[config.mk]
export PLATFORM = sky130hd
export DESIGN_NAME = move_sequencer_flat
export DESIGN_NICKNAME = d
export VERILOG_FILES = /design/src/rtl/move_sequencer_if.sv /design/src/rtl/move_sequencer.sv /design/src/flat_wrapper.sv
export SDC_FILE = /design/constraint.sdc
export NUM_CORES = 1
export LEC_CHECK = 0
export CAP_MARGIN = 20
export CORE_ASPECT_RATIO = 1.5
export CORE_MARGIN = 10
export CORE_UTILIZATION = 40
export DETAILED_ROUTE_END_ITERATION = 7
export PLACE_DENSITY_LB_ADDON = 0.15
export REMOVE_ABC_BUFFERS = 1
export SYNTH_ARGS = -nofsm -noshare
export SYNTH_HDL_FRONTEND = slang
export SYNTH_SLANG_ARGS = --single-unit
[constraint.sdc]
create_clock -name clk -period 3.31 [get_ports clk]
set_input_delay 0.662 -clock clk [delete_from_list [all_inputs] [get_ports clk]]
set_output_delay 0.662 -clock clk [all_outputs]
set_load 0.005 [all_outputs]
[src/rtl/move_sequencer_if.sv]
// Host command/move bus and square-array command/priority bus of the move sequencer.
// master = sequencer side, slave = host plus square array.
interface move_sequencer_if;
   logic         cmd_valid;
   logic         cmd_ready;
   logic [1:0]   cmd_op;
   logic [5:0]   cmd_sq;
   logic [3:0]   cmd_data;
   logic [2:0]   state_mode;
   logic [1:0]   mask_mode;
   logic         wtm;
   logic [3:0]   write_bus;
   logic [63:0]  ss1;
   logic [191:0] prio_bus;
   logic [63:0]  king_bus;
   logic         mv_valid;
   logic [5:0]   mv_from;
   logic [5:0]   mv_to;
   logic         mv_done;
   logic         mv_illegal;

   modport master (
      input  cmd_valid, cmd_op, cmd_sq, cmd_data, prio_bus, king_bus,
      output cmd_ready, state_mode, mask_mode, wtm, write_bus, ss1,
             mv_valid, mv_from, mv_to, mv_done, mv_illegal
   );

   modport slave (
      output cmd_valid, cmd_op, cmd_sq, cmd_data, prio_bus, king_bus,
      input  cmd_ready, state_mode, mask_mode, wtm, write_bus, ss1,
             mv_valid, mv_from, mv_to, mv_done, mv_illegal
   );
endinterface

[src/rtl/move_sequencer.sv]
// Move sequencer: loads the 64-square array, runs victim/aggressor search passes and
// hands pseudo-legal moves to the host one at a time, most valuable victim first.
module move_sequencer #(
   parameter int SETTLE = 1
) (
   input  logic              clk,
   input  logic              rst_n,
   move_sequencer_if.master  bus
);

   localparam logic [1:0] OP_WRITE = 2'd0;
   localparam logic [1:0] OP_START = 2'd1;
   localparam logic [1:0] OP_NEXT  = 2'd2;
   localparam logic [1:0] OP_ABORT = 2'd3;

   localparam logic [2:0] SM_FV = 3'b000;
   localparam logic [2:0] SM_FA = 3'b010;
   localparam logic [2:0] SM_W  = 3'b100;

   typedef enum logic [3:0] {
      IDLE, WR, MEA, FV, EVV, MDV, FA, EVA, HOLD, MDA, DONE
   } state_t;

   state_t       state_reg;
   logic [1:0]   cnt_reg;
   logic [5:0]   victim_reg;
   logic [5:0]   aggressor_reg;
   logic         cmd_ready_reg;
   logic [2:0]   state_mode_reg;
   logic [1:0]   mask_mode_reg;
   logic         wtm_reg;
   logic [3:0]   write_bus_reg;
   logic [63:0]  ss1_reg;
   logic         mv_valid_reg;
   logic [5:0]   mv_from_reg;
   logic [5:0]   mv_to_reg;
   logic         mv_done_reg;
   logic         mv_illegal_reg;

   // Returns {max prio, index}; strict > keeps the lowest index on ties.
   function automatic logic [5:0] argmax8(input logic [23:0] p);
      logic [2:0] best_p;
      logic [2:0] best_i;
      best_p = p[2:0];
      best_i = 3'd0;
      for (int k = 1; k < 8; k++) begin
         if (p[3*k +: 3] > best_p) begin
            best_p = p[3*k +: 3];
            best_i = 3'(k);
         end
      end
      return {best_p, best_i};
   endfunction

   function automatic logic [63:0] onehot(input logic [5:0] sq);
      return 64'd1 << sq;
   endfunction

   logic [7:0][2:0] grp_prio;
   logic [7:0][2:0] grp_idx;
   logic [5:0]      top_sel;
   logic [2:0]      max_prio;
   logic [5:0]      max_idx;

   for (genvar gi = 0; gi < 8; gi++) begin : g_grp
      assign {grp_prio[gi], grp_idx[gi]} = argmax8(bus.prio_bus[24*gi +: 24]);
   end

   assign top_sel  = argmax8(grp_prio);
   assign max_prio = top_sel[5:3];
   assign max_idx  = {top_sel[2:0], grp_idx[top_sel[2:0]]};

   logic take;
   logic abort_cmd;
   logic settled;
   // ABORT acts in every state, even where cmd_ready is low.
   assign take      = bus.cmd_valid && cmd_ready_reg;
   assign abort_cmd = bus.cmd_valid && (bus.cmd_op == OP_ABORT);
   assign settled   = (cnt_reg == 2'(SETTLE));

   always_ff @(posedge clk or negedge rst_n) begin
      if (!rst_n) begin
         state_reg      <= IDLE;
         cnt_reg        <= '0;
         victim_reg     <= '0;
         aggressor_reg  <= '0;
         cmd_ready_reg  <= 1'b0;
         state_mode_reg <= SM_FV;
         mask_mode_reg  <= 2'b00;
         wtm_reg        <= 1'b0;
         write_bus_reg  <= '0;
         ss1_reg        <= '0;
         mv_valid_reg   <= 1'b0;
         mv_from_reg    <= '0;
         mv_to_reg      <= '0;
         mv_done_reg    <= 1'b0;
         mv_illegal_reg <= 1'b0;
      end else begin
         mask_mode_reg <= 2'b00;
         if (abort_cmd) begin
            state_reg      <= IDLE;
            cmd_ready_reg  <= 1'b1;
            state_mode_reg <= SM_FV;
            ss1_reg        <= '0;
            write_bus_reg  <= '0;
            mv_valid_reg   <= 1'b0;
            mv_done_reg    <= 1'b0;
            mv_illegal_reg <= 1'b0;
         end else begin
            case (state_reg)
               IDLE: begin
                  cmd_ready_reg <= 1'b1;
                  if (take && bus.cmd_op == OP_WRITE) begin
                     state_reg      <= WR;
                     cmd_ready_reg  <= 1'b0;
                     state_mode_reg <= SM_W;
                     ss1_reg        <= onehot(bus.cmd_sq);
                     write_bus_reg  <= bus.cmd_data;
                  end else if (take && bus.cmd_op == OP_START) begin
                     state_reg      <= MEA;
                     cmd_ready_reg  <= 1'b0;
                     wtm_reg        <= bus.cmd_data[0];
                     mv_done_reg    <= 1'b0;
                     mv_illegal_reg <= 1'b0;
                     mask_mode_reg  <= 2'b01;
                  end
               end
               WR: begin
                  state_reg      <= IDLE;
                  cmd_ready_reg  <= 1'b1;
                  state_mode_reg <= SM_FV;
                  ss1_reg        <= '0;
                  write_bus_reg  <= '0;
               end
               MEA: begin
                  state_reg <= FV;
                  cnt_reg   <= '0;
               end
               FV: begin
                  if (settled) state_reg <= EVV;
                  else         cnt_reg   <= cnt_reg + 2'd1;
               end
               EVV: begin
                  if (|bus.king_bus || max_prio == 3'd0) begin
                     state_reg      <= DONE;
                     cmd_ready_reg  <= 1'b1;
                     mv_done_reg    <= 1'b1;
                     mv_illegal_reg <= |bus.king_bus;
                  end else begin
                     state_reg     <= MDV;
                     victim_reg    <= max_idx;
                     mask_mode_reg <= 2'b10;
                     ss1_reg       <= onehot(max_idx);
                  end
               end
               MDV: begin
                  state_reg      <= FA;
                  state_mode_reg <= SM_FA;
                  cnt_reg        <= '0;
               end
               FA: begin
                  if (settled) state_reg <= EVA;
                  else         cnt_reg   <= cnt_reg + 2'd1;
               end
               EVA: begin
                  if (max_prio == 3'd0) begin
                     // Victim exhausted; its mask stays set so the next FV pass skips it.
                     state_reg      <= FV;
                     state_mode_reg <= SM_FV;
                     ss1_reg        <= '0;
                     cnt_reg        <= '0;
                  end else begin
                     state_reg     <= HOLD;
                     cmd_ready_reg <= 1'b1;
                     aggressor_reg <= max_idx;
                     mv_from_reg   <= max_idx;
                     mv_to_reg     <= victim_reg;
                     mv_valid_reg  <= 1'b1;
                  end
               end
               HOLD: begin
                  if (take && bus.cmd_op == OP_NEXT) begin
                     state_reg      <= MDA;
                     cmd_ready_reg  <= 1'b0;
                     mv_valid_reg   <= 1'b0;
                     mask_mode_reg  <= 2'b11;
                     state_mode_reg <= SM_FV;
                     ss1_reg        <= onehot(aggressor_reg);
                  end
               end
               MDA: begin
                  state_reg      <= FA;
                  state_mode_reg <= SM_FA;
                  ss1_reg        <= onehot(victim_reg);
                  cnt_reg        <= '0;
               end
               DONE: state_reg <= DONE;
               default: begin
                  state_reg      <= IDLE;
                  cmd_ready_reg  <= 1'b1;
                  state_mode_reg <= SM_FV;
                  ss1_reg        <= '0;
               end
            endcase
         end
      end
   end

   assign bus.cmd_ready  = cmd_ready_reg;
   assign bus.state_mode = state_mode_reg;
   assign bus.mask_mode  = mask_mode_reg;
   assign bus.wtm        = wtm_reg;
   assign bus.write_bus  = write_bus_reg;
   assign bus.ss1        = ss1_reg;
   assign bus.mv_valid   = mv_valid_reg;
   assign bus.mv_from    = mv_from_reg;
   assign bus.mv_to      = mv_to_reg;
   assign bus.mv_done    = mv_done_reg;
   assign bus.mv_illegal = mv_illegal_reg;

endmodule

[src/flat_wrapper.sv]
// flat-port wrapper written by rule: the top's interface ports become plain ports
module move_sequencer_flat 
#(
   parameter int SETTLE = 1
)
  (clk, rst_n, bus_cmd_valid, bus_cmd_op, bus_cmd_sq, bus_cmd_data, bus_prio_bus, bus_king_bus, bus_cmd_ready, bus_state_mode, bus_mask_mode, bus_wtm, bus_write_bus, bus_ss1, bus_mv_valid, bus_mv_from, bus_mv_to, bus_mv_done, bus_mv_illegal);
  move_sequencer_if bus_i ();
  input  logic clk;
  input  logic rst_n;
  input wire logic [$bits(bus_i.cmd_valid)-1:0] bus_cmd_valid;
  input wire logic [$bits(bus_i.cmd_op)-1:0] bus_cmd_op;
  input wire logic [$bits(bus_i.cmd_sq)-1:0] bus_cmd_sq;
  input wire logic [$bits(bus_i.cmd_data)-1:0] bus_cmd_data;
  input wire logic [$bits(bus_i.prio_bus)-1:0] bus_prio_bus;
  input wire logic [$bits(bus_i.king_bus)-1:0] bus_king_bus;
  output wire logic [$bits(bus_i.cmd_ready)-1:0] bus_cmd_ready;
  output wire logic [$bits(bus_i.state_mode)-1:0] bus_state_mode;
  output wire logic [$bits(bus_i.mask_mode)-1:0] bus_mask_mode;
  output wire logic [$bits(bus_i.wtm)-1:0] bus_wtm;
  output wire logic [$bits(bus_i.write_bus)-1:0] bus_write_bus;
  output wire logic [$bits(bus_i.ss1)-1:0] bus_ss1;
  output wire logic [$bits(bus_i.mv_valid)-1:0] bus_mv_valid;
  output wire logic [$bits(bus_i.mv_from)-1:0] bus_mv_from;
  output wire logic [$bits(bus_i.mv_to)-1:0] bus_mv_to;
  output wire logic [$bits(bus_i.mv_done)-1:0] bus_mv_done;
  output wire logic [$bits(bus_i.mv_illegal)-1:0] bus_mv_illegal;
  assign bus_i.cmd_valid = bus_cmd_valid;
  assign bus_i.cmd_op = bus_cmd_op;
  assign bus_i.cmd_sq = bus_cmd_sq;
  assign bus_i.cmd_data = bus_cmd_data;
  assign bus_i.prio_bus = bus_prio_bus;
  assign bus_i.king_bus = bus_king_bus;
  assign bus_cmd_ready = bus_i.cmd_ready;
  assign bus_state_mode = bus_i.state_mode;
  assign bus_mask_mode = bus_i.mask_mode;
  assign bus_wtm = bus_i.wtm;
  assign bus_write_bus = bus_i.write_bus;
  assign bus_ss1 = bus_i.ss1;
  assign bus_mv_valid = bus_i.mv_valid;
  assign bus_mv_from = bus_i.mv_from;
  assign bus_mv_to = bus_i.mv_to;
  assign bus_mv_done = bus_i.mv_done;
  assign bus_mv_illegal = bus_i.mv_illegal;
  move_sequencer #(.SETTLE(SETTLE)) u_core (.clk(clk), .rst_n(rst_n), .bus(bus_i));
endmodule
---- Word level (Yosys, flattened, before mapping) ----
Cells that the tools add are included.
W data, S select, Z words.
operators by class
  $add $sub $neg .......................... 1
  $lt $le $gt $ge ......................... 64
  eq/ne operators ......................... 30
  shift operators ......................... 4
  muxes and demuxes ....................... 176
  bitwise logic cells ..................... 4
  reductions and logical operators ........ 31
operators by type and width
  kind                    number
  $pmux W64 S6            1
  $mux W64                5
  $mux W3                 104
  $shl A1 B6 Y64 const A  4
  $gt A3 B3 Y1            63
  $reduce_or A64 Y1       1
  $mux W2                 24
  $mux W4                 10
  $pmux W4 S9             1
  $reduce_and A4 Y1       6
  $mux W1                 22
  $ne A3 B1 Y1 const B    7
  $eq A4 B3 Y1 const B    4
  $pmux W3 S5             1
  $eq A4 B4 Y1 const B    3
  $pmux W2 S3             2
  $reduce_bool A3 Y1      4
  $reduce_or A5 Y1        2
  $bmux W3 S3             1
  $ne A3 B2 Y1 const B    3
  $reduce_and A3 Y1       3
  $eq A4 B2 Y1 const B    2
  $ne A2 B1 Y1 const B    4
  $pmux W4 S2             1
  20 further kinds        32
word-level totals
  register bits after elaboration ......... 102
  bits of input ports ..................... 271
  output and inout bits ................... 90

---- Depth between registers and ports, before layout ----
Gate-level depths: netlist of the first run.
  depth in word-level cells ............... 34
  mapped depth ............................ 95
  gate-level depth less buffers ........... 94

---- Worst setup path before layout of the first run ----
No wires, ideal clock.
  kind .................................... input-to-reg
  from .................................... input bus_prio_bus[26]
  to ...................................... register u_core.ss1_reg[20], in the netlist u_core.bus.ss1[20]
  setup time .............................. 0.125 ns
  arrival time ............................ 18.208 ns
  required time ........................... 3.185 ns
  slack ................................... -15.023 ns
  cell stages on the path ................. 86
  buffers on the path ..................... 2
  path through ............................ inv_1 ha_1 a21oi_1 a21oi_1 a221oi_1 ha_1 nor2b_1 o21ai_0 a21o_1 a21o_1 inv_1 ha_1 and3_1 a211oi_2 nor2_1 a21oi_1 ha_1 and3b_1 (+50 left out) nor2b_1 o21ai_0 a32oi_1 nor2_1 a211oi_1 and2_1 ha_1 nor2b_1 o21ai_0 a32o_1 o21ai_1 buf_4 a2111oi_0 o31ai_2 nand3_1 buf_2 nor2_1 mux2_4
between the ends
  longest elaborated chain between the ends .. 34
  elaborated cells between the ends (all ways) .. 53
  those cells by class .................... order compare: 14; eq/ne: 2; shift: 1; mux: 33; reduce/logical: 3
ends and longest elaborated chain
  element                        RTL line               RTL
  start, declared                flat_wrapper.sv:14     input wire logic [$bits(bus_i.prio_bus)-1:0] bus_prio_bus;
  $gt A3 B3 Y1                   move_sequencer.sv:47   if (p[3*k +: 3] > best_p) begin
  $mux W3                        move_sequencer.sv:47
  $gt A3 B3 Y1                   move_sequencer.sv:47
  $mux W3                        move_sequencer.sv:47
  $gt A3 B3 Y1                   move_sequencer.sv:47
  $mux W3                        move_sequencer.sv:47
  $gt A3 B3 Y1                   move_sequencer.sv:47
  $mux W3                        move_sequencer.sv:47
  (+18 left out)                 --
  $gt A3 B3 Y1                   move_sequencer.sv:47
  $mux W3                        move_sequencer.sv:47
  $bmux W3 S3                    move_sequencer.sv:71   assign max_idx = {top_sel[2:0], grp_idx[top_sel[2:0]]};
  $mux W3 (not written as such)  move_sequencer.sv:71
  $shl A1 B6 Y64                 move_sequencer.sv:56   return 64'd1 << sq;
  $mux W64                       move_sequencer.sv:144  if (|bus.king_bus || max_prio == 3'd0) begin
  $pmux W64 S6                   move_sequencer.sv:110  case (state_reg)
  $mux W64                       move_sequencer.sv:100  if (abort_cmd) begin
  end signal, assigned           move_sequencer.sv:117  ss1_reg <= onehot(bus.cmd_sq);
  end signal, assigned           move_sequencer.sv:153  ss1_reg <= onehot(max_idx);
  end signal, assigned           move_sequencer.sv:188  ss1_reg <= onehot(aggressor_reg);
  end, declared                  move_sequencer.sv:33   logic [63:0] ss1_reg;
Several ways; a longest one is shown, not always the timed one. The select of a mux whose other input is x is not followed.
A chain may end at the register's enable or synchronous reset.

---- Worst setup path in the final report of the first run ----
  from .................................... input bus_prio_bus[2]
  to ...................................... register u_core.ss1_reg[10], in the netlist u_core.bus.ss1[10]
Same word-level chain as after synthesis.

==> impl_summary.log, run 1 <==
[metrics] flip-flop count of the largest register after layout: 64
[metrics] yosys synthesis warning count: 0
[metrics] result of the run: complete, but fails checks
[metrics] total track usage: 0.265
[metrics] Synth Flop Type: sky130_fd_sc_hd__dfrtp_1
[metrics] height of the die: between 200 and 300 um
[metrics] latest clock arrival within the worst-skew pair: approximately 0.37 ns
[metrics] number of vias in the routed layout: roughly 19000
[metrics] clock tree root driver cell: sky130_fd_sc_hd__clkbuf_16
[metrics] worst slack after detailed placement: -15.83 ns
[metrics] fraction of layout cells with a size suffix above 1: 0.399
[metrics] first-pass GRT wire length: approximately 97 mm
[metrics] fraction of the yosys area taken by sequential cells: 0.175
[metrics] worst path buffer plus inverter count: 9
[metrics] pin count of the biggest net entering global routing: between 50 and 60
[metrics] TritonCTS sink count: ~100
[metrics] Final Max Tran Viols: 0
[metrics] library cell contributing the largest single delay on the critical path: sky130_fd_sc_hd__or4_4
[metrics] DPL Wire Length: 49.6 mm
[metrics] # port buffers: between 300 and 400
[metrics] RSZ-0062 raised after global routing: true
[metrics] period utilization: 5.19
[metrics] number of max-capacitance violations reported: 0
[metrics] area of the core: around 36000 um^2
[metrics] number of fill cells: about 2700
[metrics] number of nets in the finished design: around 3400
[metrics] total negative slack: -1291.77 ns
[metrics] required time reported for the critical path endpoint: 3.62 ns
[metrics] transition time at the pin with the least slew margin: 0.766 ns
[metrics] routed wire length: about 65 mm
[metrics] critical path launch point type: primary input
[metrics] post-synthesis average cell area: just under 8 um^2
[metrics] mean number of vias per cell: approximately 5.6
[metrics] Unique masters post-synth: slightly above 100
[metrics] final antenna-violating net count: 0
[metrics] Chip Width: approximately 180 um
[metrics] Storage cell area: roughly 2500 um^2
[metrics] worst stage delay on the critical path: around 0.43 ns
[metrics] crit path time final: about 17 ns
[metrics] die area: ~44000 um^2
[metrics] Boundary Pins: ~360
[metrics] EDFF count, synth: 0
[metrics] proportion of register bits with asynchronous set or reset after synthesis: 1.00
[metrics] number of endpoints with negative hold slack in the final report: 0
[metrics] area growth from synthesis to layout: 82.8%
[metrics] CTS tree: done
[metrics] violated checks: negative setup slack
[metrics] clock-pin transition on the worst setup and hold timing paths: around 0.080 ns
[metrics] initial core utilization: 0.404
[metrics] multi-input logic area: between 10000 and 15000 um^2
[metrics] buffer depth of the longest clock path: 2
[metrics] Worst Setup Path Type: primary input to flop
[metrics] Inserted Clock Buffers: 9
[metrics] most used cells in the layout excluding fill and tap cells: sky130_fd_sc_hd__buf_4 (692), sky130_fd_sc_hd__clkdlybuf4s50_1 (346), sky130_fd_sc_hd__ha_1 (156)
[metrics] initial antenna violation count: 7
[metrics] grt ovf: 0
[metrics] Wirelength per Cell: ~19 um
[metrics] Arr. time, crit path: about 17 ns
[metrics] Max Freq: slightly below 0.06 GHz
[metrics] worst setup slack after layout: -13.86 ns
[metrics] global placer's final weighted congestion: roughly 0.95
[metrics] crit end category: flop
[metrics] total number of placement rows: 85
[metrics] worst slew margin relative to its limit: 0.489
[metrics] type of the worst min-delay path: primary input to async pin
[metrics] Mapped Cells: 1830
[metrics] Min Hold Slack: 0.333 ns
[metrics] CP max FO: 6
[metrics] Hold-fix buffers, CTS: 0
[metrics] CTS H-tree lvls: 3
[metrics] Iter 0 DRT Violations: about 1100
[metrics] Most Frequent Cell on Critical Path: sky130_fd_sc_hd__ha_4
[metrics] most common cell after layout, fill and taps aside: sky130_fd_sc_hd__buf_4
[metrics] Detailed Routing Iterations Pass 1: 8
[metrics] post-route DRC violation count: 0
[metrics] vias in the first global route: 19600
[metrics] final number of setup-violating endpoints: 95
[metrics] area of the mapped netlist: approximately 14000 um^2
[metrics] Final Skew: 0.00871 ns
[metrics] cell family contributing the most delay on the critical path: compound AO/OA/AOI/OAI gates
[metrics] Synth Register Bits: 101
## path summary, 6_finish.rpt
path / start / endpoint / depth (start not counted) / slack, ns
min reg2reg: u_core.bus.ss1[53]$_DFFE_PN0P_ / u_core.bus.ss1[53]$_DFFE_PN0P_ / 2 / 0.52
min: rst_n / u_core.bus.ss1[3]$_DFFE_PN0P_ / 1 / 0.33
max in group asynchronous: rst_n / u_core.bus.mv_to[1]$_DFFE_PN0P_ / 2 / 2.25
min in group clk: u_core.bus.ss1[53]$_DFFE_PN0P_ / u_core.bus.ss1[53]$_DFFE_PN0P_ / 2 / 0.52
max: bus_prio_bus[2] / u_core.bus.ss1[10]$_DFFE_PN0P_ / 92 / -13.86
max reg2reg: u_core.state_reg[0]$_DFFE_PN0P_ / u_core.bus.ss1[24]$_DFFE_PN0P_ / 10 / 0.37
## metrics by stage
step | instance area (um^2) | util | std cells
after global routing | 26500 | 0.738 | 3401
after CTS | 25500 | 0.713 | 3368
after floorplan | 14300 | - | 1799
after global placement | 23300 | 0.650 | 3268
after detailed placement | 23300 | 0.650 | 3268
final | 26500 | 0.738 | 3402
## Yosys cell counts (13+ instances only)
cell	number	share of area
sky130_fd_sc_hd__ha_1	190	0.16
sky130_fd_sc_hd__nand2_1	174	0.045
sky130_fd_sc_hd__nor2_1	166	0.043
sky130_fd_sc_hd__inv_1	161	0.042
sky130_fd_sc_hd__a21oi_1	127	0.044
sky130_fd_sc_hd__dfrtp_1	101	0.17
sky130_fd_sc_hd__o21ai_0	71	0.025
sky130_fd_sc_hd__nand3_1	67	0.023
sky130_fd_sc_hd__mux2i_1	63	0.044
sky130_fd_sc_hd__mux2_2	38	0.030
sky130_fd_sc_hd__nand3b_1	38	0.020
sky130_fd_sc_hd__o21a_1	36	0.019
sky130_fd_sc_hd__nor2b_1	29	0.013
sky130_fd_sc_hd__nor3_1	28	0.0097
sky130_fd_sc_hd__a211oi_1	27	0.014
sky130_fd_sc_hd__a21o_1	25	0.013
sky130_fd_sc_hd__nand2b_1	25	0.011
sky130_fd_sc_hd__and3_1	24	0.010
sky130_fd_sc_hd__nor4_1	22	0.0095
sky130_fd_sc_hd__or2_2	22	0.0095
sky130_fd_sc_hd__and2_1	21	0.0091
sky130_fd_sc_hd__a31oi_1	20	0.0086
sky130_fd_sc_hd__mux2_4	20	0.021
sky130_fd_sc_hd__nand4_1	19	0.0082
sky130_fd_sc_hd__o211ai_1	18	0.0093
sky130_fd_sc_hd__a32oi_1	16	0.0097
sky130_fd_sc_hd__a21boi_0	15	0.0078
sky130_fd_sc_hd__o22ai_1	15	0.0065
sky130_fd_sc_hd__or3_1	13	0.0056
## kinds of logic after synthesis
group                    Yosys count  synth area share
AO/OA/AOI/OAI                    539             0.269
XOR/XNOR                           1          0.000605
adder cells (fa/ha/maj)          190             0.164
buffers and inverters            194            0.0573
flip-flops                       101             0.175
multiplexers                     132             0.103
other                              1          0.000259
AND/OR/NAND/NOR                  672             0.232
## metal layers
layer,wire (um),track usage,vias up,share of wire
met1,22300,0.252,8991,0.34
li1,-,-,9009,-
met2,35800,0.535,662,0.55
met4,3710,0.137,2,0.057
met5,13,0,-,0.00020
met3,3070,0.0343,232,0.047
## final cells by class
| cell class | count | share of cell area |
|---|---|---|
| clock inverters | 7 | 0.00246 |
| repair buffers | 1103 | 0.359 |
| multi-input cells | 1535 | 0.488 |
| diodes | 6 | 0.000567 |
| flip-flops and latches | 101 | 0.0955 |
| clock buffers | 9 | 0.00851 |
| inverters | 163 | 0.0233 |
| well taps | 478 | 0.0226 |
## worst register-to-register path, stage by stage, from the launching register on
cell and delay [ns]:
sky130_fd_sc_hd__dfrtp_1 0.59, sky130_fd_sc_hd__buf_4 0.20, sky130_fd_sc_hd__buf_4 0.21, sky130_fd_sc_hd__nand3_1 0.16
sky130_fd_sc_hd__nor2_1 0.14, sky130_fd_sc_hd__a21oi_1 0.06, sky130_fd_sc_hd__o22ai_1 0.61, sky130_fd_sc_hd__nand3b_1 0.31
sky130_fd_sc_hd__buf_12 0.24, sky130_fd_sc_hd__nor2_1 0.18, sky130_fd_sc_hd__mux2_4 0.18
## what timing repair did
| action | 4_1_cts | 5_1_grt |
|---|---|---|
| gates cloned | 10 | 1 |
| buffers inserted | 78 | 39 |
| setup endpoints to repair | 95 | 95 |
| pin swaps | 119 | 108 |
| resized for setup | 309 | 186 |
Power of run 1 is not shown: default switching activity piles up to over one toggle a cycle in this logic, so the estimate is an artifact.
==> inputs of run 2 (changes only) <==
--- a/config.mk
+++ b/config.mk
@@ -7,11 +7,11 @@
 export LEC_CHECK = 0
 export CAP_MARGIN = 20
 export CORE_ASPECT_RATIO = 1.5
-export CORE_MARGIN = 10
 export CORE_UTILIZATION = 40
 export DETAILED_ROUTE_END_ITERATION = 7
 export PLACE_DENSITY_LB_ADDON = 0.15
 export REMOVE_ABC_BUFFERS = 1
+export SETUP_SLACK_MARGIN = 0.1
 export SYNTH_ARGS = -nofsm -noshare
 export SYNTH_HDL_FRONTEND = slang
 export SYNTH_SLANG_ARGS = --single-unit
==> impl_summary.log, run 2 (synthesis results as in run 1) <==
[metrics] DPL Wire Length: 45.8 mm (was 49.6 mm)
[metrics] violated checks: negative setup slack (unchanged)
[metrics] Detailed Routing Iterations Pass 1: 5 (was 8)
[metrics] height of the die: 235 um (was 253 um)
[metrics] total number of placement rows: 85 (unchanged)
[metrics] library cell contributing the largest single delay on the critical path: sky130_fd_sc_hd__or4b_4 (was sky130_fd_sc_hd__or4_4)
[metrics] routing usage on met2: 0.638 (was 0.535)
[metrics] transition time at the pin with the least slew margin: 0.892 ns (was 0.766 ns)
[metrics] Iter 0 DRT Violations: 1000 (was 1113)
[metrics] Hold-fix buffers, CTS: 0 (unchanged)
[metrics] die area: 37000 um^2 (was 44400 um^2)
[metrics] Most Frequent Cell on Critical Path: sky130_fd_sc_hd__buf_4 (was sky130_fd_sc_hd__ha_4)
[metrics] flip-flop count of the largest register after layout: 64 (unchanged)
[metrics] crit end category: flop (unchanged)
[metrics] vias in the first global route: 19900 (was 19600)
[metrics] # port buffers: 359 (unchanged)
[metrics] crit path time final: 17.33 ns (was 17.17 ns)
[metrics] mean number of vias per cell: 5.58 (was 5.55)
[metrics] final number of setup-violating endpoints: 95 (unchanged)
[metrics] period utilization: 5.24 (was 5.19)
[metrics] result of the run: complete, but fails checks (unchanged)
[metrics] Wirelength per Cell: 18.7 um (was 19.1 um)
[metrics] Worst Setup Path Type: primary input to flop (unchanged)
[metrics] number of nets in the finished design: 3442 (was 3374)
[metrics] TritonCTS sink count: 101 (unchanged)
[metrics] fraction of layout cells with a size suffix above 1: 0.418 (was 0.399)
[metrics] pin count of the biggest net entering global routing: 54 (was 56)
[metrics] area growth from synthesis to layout: 88.0% (was 82.8%)
[metrics] CTS H-tree lvls: 3 (unchanged)
[metrics] most common cell after layout, fill and taps aside: sky130_fd_sc_hd__buf_4 (unchanged)
[metrics] Setup crit start: bus_prio_bus[26] (was bus_prio_bus[2])
[metrics] M3 GR Usage: 0.0334 (was 0.0343)
[metrics] critical path launch point type: primary input (unchanged)
[metrics] RSZ-0062 raised after global routing: true (unchanged)
[metrics] final antenna-violating net count: 0 (unchanged)
[metrics] total track usage: 0.321 (was 0.265)
[metrics] post-route DRC violation count: 0 (unchanged)
[metrics] area of the core: 35700 um^2 (was 35800 um^2)
[metrics] buffer depth of the longest clock path: 2 (unchanged)
[metrics] Most Crowded Layer GR: met2 (unchanged)
[metrics] worst slew margin relative to its limit: 0.406 (was 0.489)
[metrics] worst slack after detailed placement: -16.16 ns (was -15.83 ns)
[metrics] Max Freq: 0.0577 GHz (was 0.0583 GHz)
[metrics] most used cells in the layout excluding fill and tap cells: sky130_fd_sc_hd__buf_4 (750), sky130_fd_sc_hd__clkdlybuf4s50_1 (346), sky130_fd_sc_hd__ha_1 (152) (was sky130_fd_sc_hd__buf_4 (692), sky130_fd_sc_hd__clkdlybuf4s50_1 (346), sky130_fd_sc_hd__ha_1 (156))
[metrics] routed wire length: 64.8 mm (was 64.9 mm)
[metrics] initial antenna violation count: 7 (unchanged)
[metrics] global placer's final weighted congestion: 0.944 (was 0.951)
[metrics] number of vias in the routed layout: 19400 (was 18900)
[metrics] clock tree root driver cell: sky130_fd_sc_hd__clkbuf_16 (unchanged)
[metrics] number of endpoints with negative hold slack in the final report: 0 (unchanged)
[metrics] latest clock arrival within the worst-skew pair: 0.37 ns (about the same)
[metrics] Final Max Tran Viols: 0 (unchanged)
[metrics] grt ovf: 0 (unchanged)
[metrics] clock-pin transition on the worst setup and hold timing paths: 0.08 ns (about the same)
[metrics] initial core utilization: 0.405 (was 0.404)
[metrics] CP max FO: 7 (was 6)
[metrics] CTS tree: done (unchanged)
[metrics] Arr. time, crit path: 17.58 ns (was 17.47 ns)
[metrics] reg-to-reg startpoint: u_core.state_reg[3]$_DFFE_PN0P_ (was u_core.state_reg[0]$_DFFE_PN0P_)
[metrics] worst setup slack after layout: -14.02 ns (was -13.86 ns)
[metrics] type of the worst min-delay path: primary input to async pin (unchanged)
[metrics] global routing usage on met1: 0.311 (was 0.252)
[metrics] Chip Width: 157 um (was 175 um)
[metrics] worst stage delay on the critical path: 0.53 ns (was 0.43 ns)
[metrics] first-pass GRT wire length: 95.3 mm (was 96.9 mm)
[metrics] number of max-capacitance violations reported: 0 (unchanged)
[metrics] Final Skew: 0.0134 ns (was 0.00871 ns)
[metrics] Inserted Clock Buffers: 9 (unchanged)
[metrics] required time reported for the critical path endpoint: 3.56 ns (was 3.62 ns)
[metrics] Boundary Pins: 361 (unchanged)
run 2: changes by cell type in the layout (fill, tap and decap cells not counted), moves of 4 or more:
cell,change
sky130_fd_sc_hd__buf_4,+58
sky130_fd_sc_hd__mux2_2,+12
sky130_fd_sc_hd__mux2_4,-9
sky130_fd_sc_hd__nand2_1,-8
sky130_fd_sc_hd__buf_12,+5
sky130_fd_sc_hd__buf_16,+5
sky130_fd_sc_hd__buf_2,+5
sky130_fd_sc_hd__nand2_2,+5
sky130_fd_sc_hd__buf_8,-4
sky130_fd_sc_hd__ha_1,-4
sky130_fd_sc_hd__inv_6,-4
run 2: critical path: cells and delay by family:
| family | cells | cell delay, ns |
|---|---|---|
| adders and majority gates | 11 | 2.77 |
| and+or+nand+nor | 19 | 2.97 |
| AOI/OAI and AO/OA | 33 | 5.28 |
| buffers and inverters | 40 | 5.16 |
| muxes | 2 | 0.67 |
run 2: final cells by class:
type / instances / area (um^2)
antenna: 5 / 12.5
clock buffer: 11 / 233
clock inverter: 4 / 33.8
fill: 2588 / 8520
sequential: 101 / 2530
inverter: 163 / 614
tap: 478 / 598
timing repair buffer: 1171 / 10100
multi-input combinational: 1535 / 13100
run 2: metal layers:
metal  share of wire  up-vias
li1                -     9144
met1            0.34     9132
met2            0.54      795
met3           0.051      284
met4           0.066        4
met5         0.00039        -
run 2: path summary, 6_finish.rpt:
| kind | to | slack [ns] | depth (start not counted) |
|---|---|---|---|
| min | u_core.bus.ss1[53]$_DFFE_PN0P_ | 0.34 | 1 |
| max in group asynchronous | u_core.state_reg[2]$_DFFE_PN0P_ | 2.21 | 2 |
| min reg2reg | u_core.cnt_reg[0]$_DFFE_PN0P_ | 0.49 | 1 |
| min in group clk | u_core.cnt_reg[0]$_DFFE_PN0P_ | 0.49 | 1 |
| max reg2reg | u_core.bus.ss1[31]$_DFFE_PN0P_ | 0.11 | 12 |
| max | u_core.bus.ss1[31]$_DFFE_PN0P_ | -14.02 | 105 |
run 2: stage by stage:
stage	std cells	utilization	hold WS, ns	setup TNS, ns	cell area (um^2)
2_1_floorplan	1799	-	0.366	-1614.97	14300
3_3_place_gp	3284	0.655	0.471	-1462.11	23400
3_5_place_dp	3284	0.655	0.483	-1509.86	23400
4_1_cts	3428	0.730	0.369	-1268.46	26100
5_1_grt	3468	0.761	0.386	-1368.89	27200
6_report	3468	0.761	0.341	-1311.37	27200
run 2: what timing repair did:
item                                    in CTS  in global routing
gates resized for setup                    327                190
pin swaps                                  125                127
gates cloned                                12                  2
setup buffers                              117                 41
endpoints found under the setup margin      95                 95
Power of run 2 is left out for the same reason.
